File: config.mk
export PLATFORM = sky130hd
export DESIGN_NAME = dot_matrix_mark_scanner
export DESIGN_NICKNAME = d
export VERILOG_FILES = /design/src/rtl/bomb_pkg.sv /design/src/rtl/toggle_sync.sv /design/src/rtl/dot_matrix_mark_scanner.sv
export SDC_FILE = /design/constraint.sdc
export NUM_CORES = 1
export LEC_CHECK = 0
export ABC_AREA = 1
export BUFFER_PORTS_ARGS = -buffer_cell sky130_fd_sc_hd__buf_2
export CORE_MARGIN = 3
export CORE_UTILIZATION = 40
export CTS_CLUSTER_DIAMETER = 200
export CTS_CLUSTER_SIZE = 8
export DETAILED_ROUTE_END_ITERATION = 7
export GPL_TIMING_DRIVEN = 0
export PLACE_DENSITY = 0.61
export SYNTH_ARGS = -nofsm -noshare
export SYNTH_HDL_FRONTEND = slang
export SYNTH_SLANG_ARGS = --single-unit
File: constraint.sdc
create_clock -name div_clk_10k -period 2.8 [get_ports div_clk_10k]
set_input_delay 0.28 -clock div_clk_10k [delete_from_list [all_inputs] [get_ports div_clk_10k]]
set_output_delay 0.28 -clock div_clk_10k [all_outputs]
set_load 0.02 [all_outputs]
File: src/rtl/bomb_pkg.sv
// Shared constants and cell addressing for the bomb-field mark map.
// The keypad and area logic use cell_bit too, so the field layout is defined only here.
package bomb_pkg;

  localparam int ROWS   = 8;
  localparam int COLS   = 16;
  localparam int AREA_W = 3;
  localparam int IDX_W  = 4;
  localparam int CELLS  = 128;

  // Areas tile the 8x16 field as 2 rows by 4 columns of 4x4 blocks.
  // The row is {area[2], idx[3:2]} and the column is {area[1:0], idx[1:0]}.
  function automatic logic [6:0] cell_bit(input logic [AREA_W-1:0] area,
                                          input logic [IDX_W-1:0]  idx);
    logic [2:0] grow;
    logic [3:0] gcol;
    grow = {area[2], idx[3:2]};
    gcol = {area[1:0], idx[1:0]};
    return {grow, gcol};
  endfunction

endpackage

File: src/rtl/toggle_sync.sv
// Brings the keypad toggle level into div_clk_10k and turns each level change into a
// single-cycle event. The event is s2 ^ s3, so the map updates on the third edge after a change.
module toggle_sync (
  input  logic div_clk_10k,
  input  logic reset,
  input  logic key_tgl,
  output logic key_event
);

  logic s1;
  logic s2;
  logic s3;

  // Two synchroniser stages followed by one edge-detect stage.
  always_ff @(posedge div_clk_10k or negedge reset) begin
    if (!reset) begin
      s1 <= 1'b0;
      s2 <= 1'b0;
      s3 <= 1'b0;
    end else begin
      s1 <= key_tgl;
      s2 <= s1;
      s3 <= s2;
    end
  end

  assign key_event = s2 ^ s3;

endmodule

File: src/rtl/dot_matrix_mark_scanner.sv
// Holds the 8x16 mark map, toggles cells from keypad events, tracks gameover,
// and scans the map onto the dot matrix. Once gameover is set, the display flashes with the bombs revealed.
module dot_matrix_mark_scanner
  import bomb_pkg::*;
#(
  parameter logic [127:0] BOMB_MAP     = 128'h0000_0000_0000_0000_0000_0000_0000_0001,
  parameter int           FLASH_CYCLES = 5000
) (
  input  logic        div_clk_10k,
  input  logic        reset,
  input  logic        key_tgl,
  input  logic [3:0]  key_index,
  input  logic [2:0]  area,
  input  logic        clear,
  output logic [7:0]  dot_r,
  output logic [15:0] dot_c,
  output logic        gameover,
  output logic [7:0]  mark_count
);

  localparam int FW = (FLASH_CYCLES > 1) ? $clog2(FLASH_CYCLES) : 1;
  localparam logic [FW-1:0] FLASH_LAST = FW'(FLASH_CYCLES - 1);

  logic          key_event;
  logic [6:0]    hit;
  logic [127:0]  map;
  logic [127:0]  map_next;
  logic [7:0]    count_next;
  logic          gameover_next;
  logic [2:0]    row;
  logic [FW-1:0] flash_cnt;
  logic [FW-1:0] flash_next;
  logic          phase;
  logic          phase_next;
  logic [15:0]   row_bits;
  logic [15:0]   bomb_bits;
  logic [15:0]   dot_c_next;
  logic [7:0]    dot_r_next;

  toggle_sync u_sync (
    .div_clk_10k (div_clk_10k),
    .reset       (reset),
    .key_tgl     (key_tgl),
    .key_event   (key_event)
  );

  // Map, count and gameover update. A clear drops any key event in the same cycle.
  always_comb begin
    hit           = cell_bit(area, key_index);
    map_next      = map;
    count_next    = mark_count;
    gameover_next = gameover;
    if (clear) begin
      map_next      = 128'h0;
      count_next    = 8'd0;
      gameover_next = 1'b0;
    end else if (key_event && !gameover) begin
      if (BOMB_MAP[hit]) begin
        gameover_next = 1'b1;
      end else begin
        map_next[hit] = ~map[hit];
        if (map[hit]) begin
          count_next = mark_count - 8'd1;
        end else begin
          count_next = mark_count + 8'd1;
        end
      end
    end else begin
      map_next      = map;
      count_next    = mark_count;
      gameover_next = gameover;
    end
  end

  // The flash timer runs only while gameover is set. Otherwise it is parked in the lit phase.
  always_comb begin
    flash_next = flash_cnt;
    phase_next = phase;
    if (clear || !gameover) begin
      flash_next = '0;
      phase_next = 1'b1;
    end else if (flash_cnt == FLASH_LAST) begin
      flash_next = '0;
      phase_next = ~phase;
    end else begin
      flash_next = flash_cnt + 1'b1;
      phase_next = phase;
    end
  end

  // Display data for the current row, built from the updated map so a new mark appears within one scan.
  always_comb begin
    row_bits   = map_next[{row, 4'b0000} +: 16];
    bomb_bits  = BOMB_MAP[{row, 4'b0000} +: 16];
    dot_r_next = ~(8'h80 >> row);
    if (!phase_next) begin
      dot_c_next = 16'h0000;
    end else if (gameover_next) begin
      dot_c_next = row_bits | bomb_bits;
    end else begin
      dot_c_next = row_bits;
    end
  end

  // Game state and flash timer registers.
  always_ff @(posedge div_clk_10k or negedge reset) begin
    if (!reset) begin
      map        <= 128'h0;
      mark_count <= 8'd0;
      gameover   <= 1'b0;
      flash_cnt  <= '0;
      phase      <= 1'b1;
    end else begin
      map        <= map_next;
      mark_count <= count_next;
      gameover   <= gameover_next;
      flash_cnt  <= flash_next;
      phase      <= phase_next;
    end
  end

  // Row scan and registered matrix drive. The scan keeps running during clear.
  always_ff @(posedge div_clk_10k or negedge reset) begin
    if (!reset) begin
      row   <= 3'd0;
      dot_r <= 8'hFF;
      dot_c <= 16'h0000;
    end else begin
      row   <= row + 3'd1;
      dot_r <= dot_r_next;
      dot_c <= dot_c_next;
    end
  end

endmodule

Yosys cells after proc, flatten, opt, wreduce, memory -nomap -nowiden
Memories as Yosys holds them, arrays and structs flattened.
Cells that the tools add are included.
Widths: inputs -> output; s select.
{"block": "totals", "regBits": 181, "latch_bits": 0, "mem_bits_rw": 0, "romBits": 128, "inputBits": 11, "wordCells": 56, "n_memories": 1}
{"memory": "(name not given)", "words": 128, "word_bits": 1, "read_ports": 1, "rd_ports_with_merged_regs": 0, "write_ports": 0, "line": "dot_matrix_mark_scanner.sv:58", "rtl": "if (BOMB_MAP[hit]) begin"}
{"block": "classes", "add_sub_neg": 4, "multipliers": 0, "div": 0, "n_lt_le_gt_ge": 2, "n_eq_ne": 2, "shifts": 3, "muxes": 22, "bitwise": 5, "reduce_logical": 6}
{"cell": "$mux 128", "n": 3}
{"cell": "$bwmux 128", "n": 1}
{"cell": "$shiftx 128x8->16", "n": 1}
{"cell": "$shiftx 128x8->16 const A", "n": 1}
{"cell": "$mux 16", "n": 2}
{"cell": "$mux 8", "n": 4}
{"cell": "$mux 13", "n": 2}
{"cell": "$or 16x16->16", "n": 1}
{"cell": "$add 13x1->13 const B", "n": 1}
{"cell": "$eq 13x13->1 const B", "n": 1}
{"cell": "$add 8x1->8 const B", "n": 1}
{"cell": "$lt 7x8->1 const B", "n": 1}
{"cell": "$mux 1", "n": 8}
{"cell": "$not 8->8", "n": 1}
{"cell": "$shr 8x3->8 const A", "n": 1}
{"cell": "$sub 8x1->8 const B", "n": 1}
{"cell": "$bmux 1 s7", "n": 1}
{"cell": "$demux 1 s7", "n": 1}
{"cell": "$ge 7x1->1 const B", "n": 1}
{"cell": "$add 3x1->3 const B", "n": 1}
{"cell": "$logic_and 1x1->1", "n": 2}
{"cell": "$ne 2x2->1 const B", "n": 1}
{"cell": "$not 1->1", "n": 2}
{"cell": "$reduce_and 2->1", "n": 1}
{"cell": "4 further kinds", "n": 4}

Longest topological paths before layout
Gate-level depths: netlist of run 1.
{"block": "logic_depth", "depth_word": 12, "ltp_mapped": 25, "mapped_depth_nobuf": 21}

By module
From an unflattened synthesis of run 1, not the netlist that was laid out.
{"block": "unflattened", "hier_cells": 1759, "area_unflattened_um2": 11449.7}
{"mod": "dot_matrix_mark_scanner", "n_inst": 1, "cells_per_inst": 1751, "area_each_um2": 11355.9, "seq_area_each_um2": 4465.5}
{"mod": "toggle_sync", "n_inst": 1, "cells_per_inst": 8, "area_each_um2": 93.8, "seq_area_each_um2": 75.1}

Worst setup path before layout of run 1
Ideal clock, no wire load.
{"block": "synth_timing", "kind": "input port to flip-flop", "start": "in key_index[0]", "end": "reg mark_count[7]", "arrival_ns": 2.837, "required_time_ns": 2.673, "path_slack_ns": -0.164, "cell_stages": 23, "path_buffers": 3, "cell_sequence": "buf_6 buf_6 or2_1 nand3_1 nand2_1 o21ai_1 nand2_1 nor2_2 nor2_1 nor2_1 nand2_1 buf_4 ha_1 a21o_1 a31oi_1 nor2_1 nor2_1 o21bai_1 nand2_1 nand2_1 a21oi_1 xor2_1 o21ai_0"}
{"block": "synth_between", "elab_chain_cells": 6, "elab_cells_between_ends": 10}
{"element": "start: declaration", "line": "dot_matrix_mark_scanner.sv:12", "rtl": "input logic [3:0] key_index,"}
{"element": "$bmux 1 s7", "line": "dot_matrix_mark_scanner.sv:62", "rtl": "if (map[hit]) begin"}
{"element": "$mux 1 (not written as such)", "line": "dot_matrix_mark_scanner.sv:62"}
{"element": "$mux 8", "line": "dot_matrix_mark_scanner.sv:62"}
{"element": "$mux 8", "line": "dot_matrix_mark_scanner.sv:58"}
{"element": "$mux 8", "line": "dot_matrix_mark_scanner.sv:57", "rtl": "end else if (key_event && !gameover) begin"}
{"element": "$mux 8", "line": "dot_matrix_mark_scanner.sv:53", "rtl": "if (clear) begin"}
{"element": "end signal: assignment", "line": "dot_matrix_mark_scanner.sv:115", "rtl": "mark_count <= count_next;"}
{"element": "end: declaration", "line": "dot_matrix_mark_scanner.sv:18", "rtl": "output logic [7:0] mark_count"}
Parallel ways exist; a longest one is shown, timed or not. The select of a mux whose other input is x is not followed.
A chain may end at the register's enable or synchronous reset.

Worst setup path in the final report of run 1
{"block": "layout_timing", "start": "reg map[74]", "end": "reg mark_count[7]"}
{"block": "layout_between", "elab_chain_cells": 6}
{"element": "start: declaration", "line": "dot_matrix_mark_scanner.sv:26", "rtl": "logic [127:0] map;"}
{"element": "start signal: assignment", "line": "dot_matrix_mark_scanner.sv:114", "rtl": "map <= map_next;"}
{"element": "$bmux 1 s7", "line": "dot_matrix_mark_scanner.sv:62"}
{"element": "$mux 1 (not written as such)", "line": "dot_matrix_mark_scanner.sv:62"}
{"element": "$mux 8", "line": "dot_matrix_mark_scanner.sv:62"}
{"element": "$mux 8", "line": "dot_matrix_mark_scanner.sv:58"}
{"element": "$mux 8", "line": "dot_matrix_mark_scanner.sv:57"}
{"element": "$mux 8", "line": "dot_matrix_mark_scanner.sv:53"}
Every way passes these cells. The select of a mux whose other input is x is not followed.

==> results_dict.tcl, run 1 <==
set metrics [dict create \
    critPathKind "reg -> reg" \
    ys_warn_count 0 \
    overflow 0 \
    first_pass_iters 6 \
    fin_tns_setup_ps -538 \
    synth-xor-area-share_pct 0.456 \
    leakagePower_nw 7.33 \
    p_total_mw 6.19 \
    clk_pin_slew_worst_paths_ps 90 \
    syn-num-nets 1784 \
    synth_top_family_by_area "simple AND/OR/NAND/NOR gates" \
    die_area_sq_um 30900 \
    hold_end "u_sync.s2$_DFF_PN0_" \
    min_period_ps 3050 \
    cp-end-kind "flip-flop" \
    cts_sinks 181 \
    rows 61 \
    final_layout_size_suffix_gt1_share_pct 13.5 \
    fillers 3022 \
    pre_cts_ws_ps -1000 \
    synthAdderAreaFrac_pct 1.59 \
    rrSetupSlack_ps -250 \
    area_growth_pct 16.2 \
    fin_ws_ps -250 \
    fin_skew_ps 15.8 \
    holdWs_ps 351 \
    synth-simple-area-share_pct 27.5 \
    drt-initial-drc-count 1606 \
    synthDistinctLibCells 39 \
    busiest_layer "met2" \
    dr_total_vias 11900 \
    outcome "finished with violations" \
    grt_use_total_pct 30.6 \
    min_path_type "reg -> reg" \
    syn_area_sq_um 11500 \
    cts_tree "done" \
    slew_violations 0 \
    htreeDepth 4 \
    dp_cells 2179 \
    finalHoldViolCount 0 \
    dpl.hpwl_mm 32.9 \
    maxSlewHeadroom_pct 27.4 \
    io_pins 44 \
    die_y_um 176 \
    crit_arrival_ps 3390 \
    p_per_area_nw_per_um2 462 \
    cts-root-buf "clkbuf_16" \
    crit_required_ps 3140 \
    cp-start-kind "flip-flop" \
    grt_pass1_vias 11100 \
    grt.met2_usage_pct 45.8 \
    viasPerCell 5.30 \
    coreArea_sq_um 28100 \
    synthMuxAreaShare_pct 0 \
    timing.rr.end "mark_count[7]$_DFFE_PN0P_" \
    die_w_um 176 \
    routed_wl_mm 47.5 \
    cts_buffers 17 \
    rsz0062_at_grt "true" \
    start_util_pct 41.0 \
    use_met3_pct 6.46 \
    holdPathStages 0 \
    fin_cells 2240 \
    place.gp.congestion 1.02 \
    use_met1_pct 42.6 \
    cts_buffer_depth 2 \
    layout.nets 1874 \
    drc 0 \
    synth_cells 1759 \
    wl_per_cell_um 21.2 \
    max_freq_ghz 0.328 \
    syn_avg_cell_area_sq_um 6.55 \
    synth_compound_area_share_pct 13.9 \
    grt_antenna_before_repair 1 \
    min_from "u_sync.s1$_DFF_PN0_" \
    r2r_cells 22 \
    ys_seq_area_share_pct 39.4 \
    ys_ff_latch 181 \
    insertion_delay_ps 450 \
    violations "setup timing" \
    drv_cap 0 \
    portBuffers 41 \
    crit_fanout 5 \
    fin_crit_sh_pct 109 \
    final-setup-viol-count 4 \
    r2r_start "map[74]$_DFF_PN0_" \
    vdd_drop_max_mv 0.389 \
    diodes 0 \
    grt_pass1_wl_mm 70.1 \
    grt_max_degree 96 \
    worst-slew-pin-transition_ps 1090 \
    ant_nets 0 \
]
==> per-layer routing <==
metal / vias up / wire [um]
met2: 690 / 20000
met1: 5494 / 19800
li1: 5530 / -
met3: 162 / 5150
met4: 0 / 2640
met5: - / 0
==> sequential cells by signal (all words and copies together), names as in the netlist <==
name,flops
map,128
dot_c,16
flash_cnt,13
dot_r,8
mark_count,8
row,3
gameover,1
phase,1
u_sync.s1,1
u_sync.s2,1
u_sync.s3,1
==> report_power, final <==
group	switching, mW	leakage [nW]	internal [mW]
registers	0.0291	2.48	2.64
clock network	1.32	0.295	1.22
logic	0.683	4.55	0.291
==> how the worst max path moves through the flow <==
stage / startpoint / end / slack [ps] / cells after the start
global placement: reset / map[90]$_DFF_PN0_ / -1810 / 1
global route: map[4]$_DFF_PN0_ / mark_count[7]$_DFFE_PN0P_ / -410 / 22
floorplan: key_index[0] / mark_count[7]$_DFFE_PN0P_ / -20 / 23
detailed placement: area[0] / mark_count[7]$_DFFE_PN0P_ / -1000 / 24
CTS: map[26]$_DFF_PN0_ / mark_count[7]$_DFFE_PN0P_ / -200 / 21
finish: map[74]$_DFF_PN0_ / mark_count[7]$_DFFE_PN0P_ / -250 / 22
==> layout make-up <==
class                      instances  area [sq um]  share of cell area [%]
buffer                            79           499                    3.73
clock buffer                      17           425                    3.18
clock inverter                    15           175                    1.31
inverter                         397          1490                    11.1
multi-input combinational       1101          5270                    39.3
sequential                       181          4540                    33.9
tap                              378           473                    3.53
timing repair buffer              72           517                    3.86
==> synth_stat cells <==
| library cell | instances | area (sq um) |
|---|---|---|
| inv_2 | 3 | 11.3 |
| o21ai_2 | 1 | 8.76 |
| nor4_1 | 1 | 6.26 |
| o21ai_0 | 43 | 215 |
| xor2_1 | 3 | 26.3 |
| o21bai_2 | 2 | 22.5 |
| nand4_1 | 2 | 12.5 |
| o211ai_1 | 5 | 37.5 |
| dfstp_2 | 9 | 236 |
| o21ai_1 | 112 | 561 |
| a31oi_1 | 14 | 87.6 |
| nor2_1 | 242 | 908 |
| nor2_4 | 2 | 22.5 |
| nor3b_1 | 3 | 22.5 |
| nor2_8 | 1 | 20.0 |
| buf_1 | 11 | 41.3 |
| nand2_2 | 3 | 18.8 |
| clkinv_1 | 2 | 7.51 |
| nor2_2 | 3 | 18.8 |
| nand3_1 | 136 | 681 |
| xnor2_1 | 3 | 26.3 |
| nand3b_1 | 1 | 7.51 |
| clkinv_2 | 1 | 5.00 |
| dfrtp_1 | 172 | 4300 |
| nor3_1 | 6 | 30.0 |
| a21oi_1 | 116 | 581 |
| o211ai_2 | 2 | 25.0 |
| fa_1 | 1 | 20.0 |
| buf_4 | 6 | 45.0 |
| a21o_1 | 7 | 52.6 |
| or2_1 | 1 | 6.26 |
| nand2_1 | 375 | 1410 |
| buf_6 | 19 | 214 |
| o21bai_1 | 1 | 7.51 |
| ha_1 | 13 | 163 |
| or2_0 | 1 | 6.26 |
| buf_2 | 13 | 65.1 |
| clkbuf_1 | 32 | 120 |
| inv_1 | 391 | 1470 |
==> timing repair <==
action / 4_1_cts / 5_1_grt
cloned: 0 / 1
hold buffers: 2 / 0
endpoints found under the hold margin: 90 / 0
endpoints found under the setup margin: 17 / 21
gates resized for setup: 36 / 79
setup buffers: 16 / 13
pin swaps: 15 / 24
==> worst max-delay path, cell delays in order (launching register included) <==
cell	delay, ps
dfrtp_1	380
inv_2	70
nand2_2	50
nand3_2	90
nand2_1	60
o21ai_2	240
nand2_1	130
nor2_2	90
nor2_1	40
nor2_1	130
nand2_2	90
buf_12	160
ha_4	220
a21o_1	200
a31oi_4	170
nor2_2	60
nor2_1	90
o21bai_1	90
nand2_1	90
nand2_1	70
a21oi_2	150
xor2_1	170
o21ai_1	80
==> logic make-up after synthesis <==
kind of cell,after synthesis
AND/OR/NAND/NOR,777
buffers and inverters,478
AO/OA/AOI/OAI,303
flip-flops,181
adder cells (fa/ha/maj),14
XOR/XNOR,6
==> through the flow <==
step                      area (sq um)  utilization, %
final                            13400            47.7
after global routing             13400            47.7
after CTS                        13100            46.6
after detailed placement         12300            43.6
after global placement           12200            43.5
after floorplan                  11500               -
==> placed cells by master, fill, tap and decap left out, types with 22 or more instances in the layout <==
cell	n
o21ai_0	34
nand3_1	126
clkbuf_1	27
nand2_1	356
buf_2	53
o21ai_1	113
a21oi_1	114
dfrtp_1	172
buf_4	27
inv_2	24
inv_1	370
nor2_1	228
buf_6	22
(Power assumes the default switching activity.)
==> inputs of run 2 (changes only) <==
==> constraint.sdc (replaced) <==
create_clock -name div_clk_10k -period 2.8 [get_ports div_clk_10k]
set_input_delay 0.56 -clock div_clk_10k [delete_from_list [all_inputs] [get_ports div_clk_10k]]
set_output_delay 0.56 -clock div_clk_10k [all_outputs]
set_load 0.02 [all_outputs]
==> run 2 against run 1 <==
Compared with the run above: the flow still finishes with violations (setup timing); die area unchanged; sequential share of layout area down 1.2 points; first-iteration DRC count up 8.2%; core utilization rose by 1.7 points; clock skew down 2.6 ps; cell count increased by 0.36%; register-to-register slack got worse by 90 ps; wire length rose by 4.7%; global-route usage rose by 1.1 points; via count rose by 2.7%; combinational power rose by 11%; critical endpoint unchanged.
==> results_dict.tcl, run 2 (same netlist as run 1, synthesis figures left out) <==
set metrics [dict create \
    r2r_start "map[88]$_DFF_PN0_" \
    cts_sinks 181 \
    grt_antenna_before_repair 2 \
    max_freq_ghz 0.313 \
    cts-root-buf "clkbuf_16" \
    start_util_pct 41.0 \
    grt_use_total_pct 31.7 \
    pre_cts_ws_ps -1440 \
    slowest_stage "inv_1" \
    min_path_type "in -> async" \
    rsz0062_at_grt "true" \
    worst-slew-pin-transition_ps 1040 \
    crit_required_ps 3150 \
    htreeDepth 4 \
    grt_pass1_vias 11600 \
    drc 0 \
    first_pass_iters 7 \
    die_w_um 176 \
    p_per_area_nw_per_um2 452 \
    cts_buffer_depth 2 \
    dpl.hpwl_mm 33.1 \
    slew_violations 0 \
    fin_tns_setup_ps -5140 \
    holdWs_ps 52.5 \
    r2r_cells 22 \
    rows 61 \
    mostFrequentLayoutCells "inv_1 (384), nand2_1 (350), nor2_1 (220), dfrtp_1 (172), nand3_1 (122)" \
    grt_pass1_wl_mm 72.2 \
    reg_top3 "map: 128 flops, dot_c: 16 flops, flash_cnt: 13 flops" \
    drv_cap 0 \
    p_comb_share_pct 17.1 \
    crit_fanout 5 \
    power_switching_mw 2.05 \
    p_clk_share_pct 40.3 \
    p_total_mw 6.27 \
    fin_skew_ps 13.2 \
    coreArea_sq_um 28100 \
    timing.rr.end "mark_count[7]$_DFFE_PN0P_" \
    grt_max_degree 115 \
    final_layout_size_suffix_gt1_share_pct 14.6 \
    rrSetupSlack_ps -340 \
    viasPerCell 5.43 \
    place.gp.congestion 1.00 \
    leakagePower_nw 7.49 \
    seqCellArea_sq_um 4540 \
    final-setup-viol-count 20 \
    drt-initial-drc-count 1737 \
    fin_ws_ps -390 \
    cp-start-kind "input port" \
    finalHoldViolCount 0 \
    maxSlewHeadroom_pct 30.9 \
    fin_crit_sh_pct 114 \
    overflow 0 \
    crit_arrival_ps 3540 \
    seq_power_share_pct 42.6 \
    violations "setup timing" \
    fillers 2931 \
    intPower_mw 4.22 \
    cpPeakStageDelay_ps 290 \
    insertion_delay_ps 460 \
    wl_per_cell_um 22.1 \
    p_sw_share_pct 32.7 \
    area_growth_pct 20.5 \
    die_y_um 176 \
    ant_nets 0 \
    die_area_sq_um 30900 \
    min_period_ps 3190 \
    clk_pin_slew_worst_paths_ps 90 \
    cts_tree "done" \
    outcome "finished with violations" \
    largest_reg_flops 128 \
    critPathKind "in -> reg" \
    top_register "map" \
    dp_cells 2179 \
    stdcell_area_sq_um 13900 \
    portBuffers 41 \
    fin_cells 2248 \
    dr_total_vias 12200 \
    cts_buffers 17 \
    vdd_drop_max_mv 0.279 \
    multi_input_area_sq_um 5400 \
    final_util_pct 49.4 \
    routed_wl_mm 49.7 \
    io_pins 44 \
    cp-end-kind "flip-flop" \
    final_common_cell "inv_1" \
    cp_cell_sequence "buf_2 > nand2_1 > inv_1 > o21ai_4 > nand2_2 > nor2_2 > nor2_1 > nor2_2 > nand2_2 > buf_12 > ha_4 > a21o_1 > a31oi_2 > nor2_1 > nor2_1 > o21bai_1 > nand2_1 > nand2_1 > a21oi_2 > xor2_1 > o21ai_1" \
    layout.nets 1881 \
    post_dp_cell_area_sq_um 12300 \
]
## run 2: cell types whose count changed in the layout (fill, tap and decap cells not counted), sizes merged
cell / before / now
clkbuf: 49 / 55
buf: 117 / 120
dlygate4sd3: 2 / 0
bufbuf: 0 / 1
diode: 0 / 1
inv: 403 / 402
## run 2: per-layer routing
metal	up-vias	GRT usage [%]	routed length (um)
met5	-	0	13
met4	2	14.8	2670
met2	818	46.3	20900
li1	5539	-	-
met1	5668	43.3	19700
met3	172	9.25	6520
## run 2: area by class of cell
class / count / share of cell area (%)
repair buffers: 77 / 4.98
clock inverters: 14 / 1.13
well taps: 378 / 3.41
multi-input cells: 1101 / 38.9
inverters: 397 / 10.9
diodes: 1 / 0.0180
flip-flops and latches: 181 / 32.7
clock buffers: 18 / 3.16
plain buffers: 81 / 4.82
## run 2: how the worst max path moves through the flow
| stage | start | endpoint | cells after the start |
|---|---|---|---|
| final | key_index[2] | mark_count[7]$_DFFE_PN0P_ | 21 |
| after CTS | key_index[0] | mark_count[7]$_DFFE_PN0P_ | 25 |
| after global placement | reset | map[90]$_DFF_PN0_ | 1 |
| after floorplan | key_index[0] | mark_count[7]$_DFFE_PN0P_ | 23 |
| after global routing | map[88]$_DFF_PN0_ | mark_count[7]$_DFFE_PN0P_ | 22 |
| after detailed placement | area[0] | mark_count[7]$_DFFE_PN0P_ | 24 |
## run 2: what timing repair did
action,4_1_cts,5_1_grt
resized for setup,98,87
hold buffers,0,0
buffers inserted,20,10
endpoints found under the setup margin,23,21
pin swaps,16,57
gates cloned,3,4
## run 2: worst max-delay path: cells and delay by family
family,cells,cell delay [ps]
compound gates,6,810
buf+inv,3,590
xor+xnor,1,140
simple gates,10,1160
fa+ha+maj,1,250
## run 2: power groups by stage
stage               clock network [mW]  logic [mW]  registers, mW
floorplan                            0       0.435           2.74
global placement                     0       0.805           2.72
detailed placement                   0       0.817           2.72
CTS                               2.52       0.947           2.67
global route                      2.63        1.12           2.68
finish                            2.53        1.08           2.67
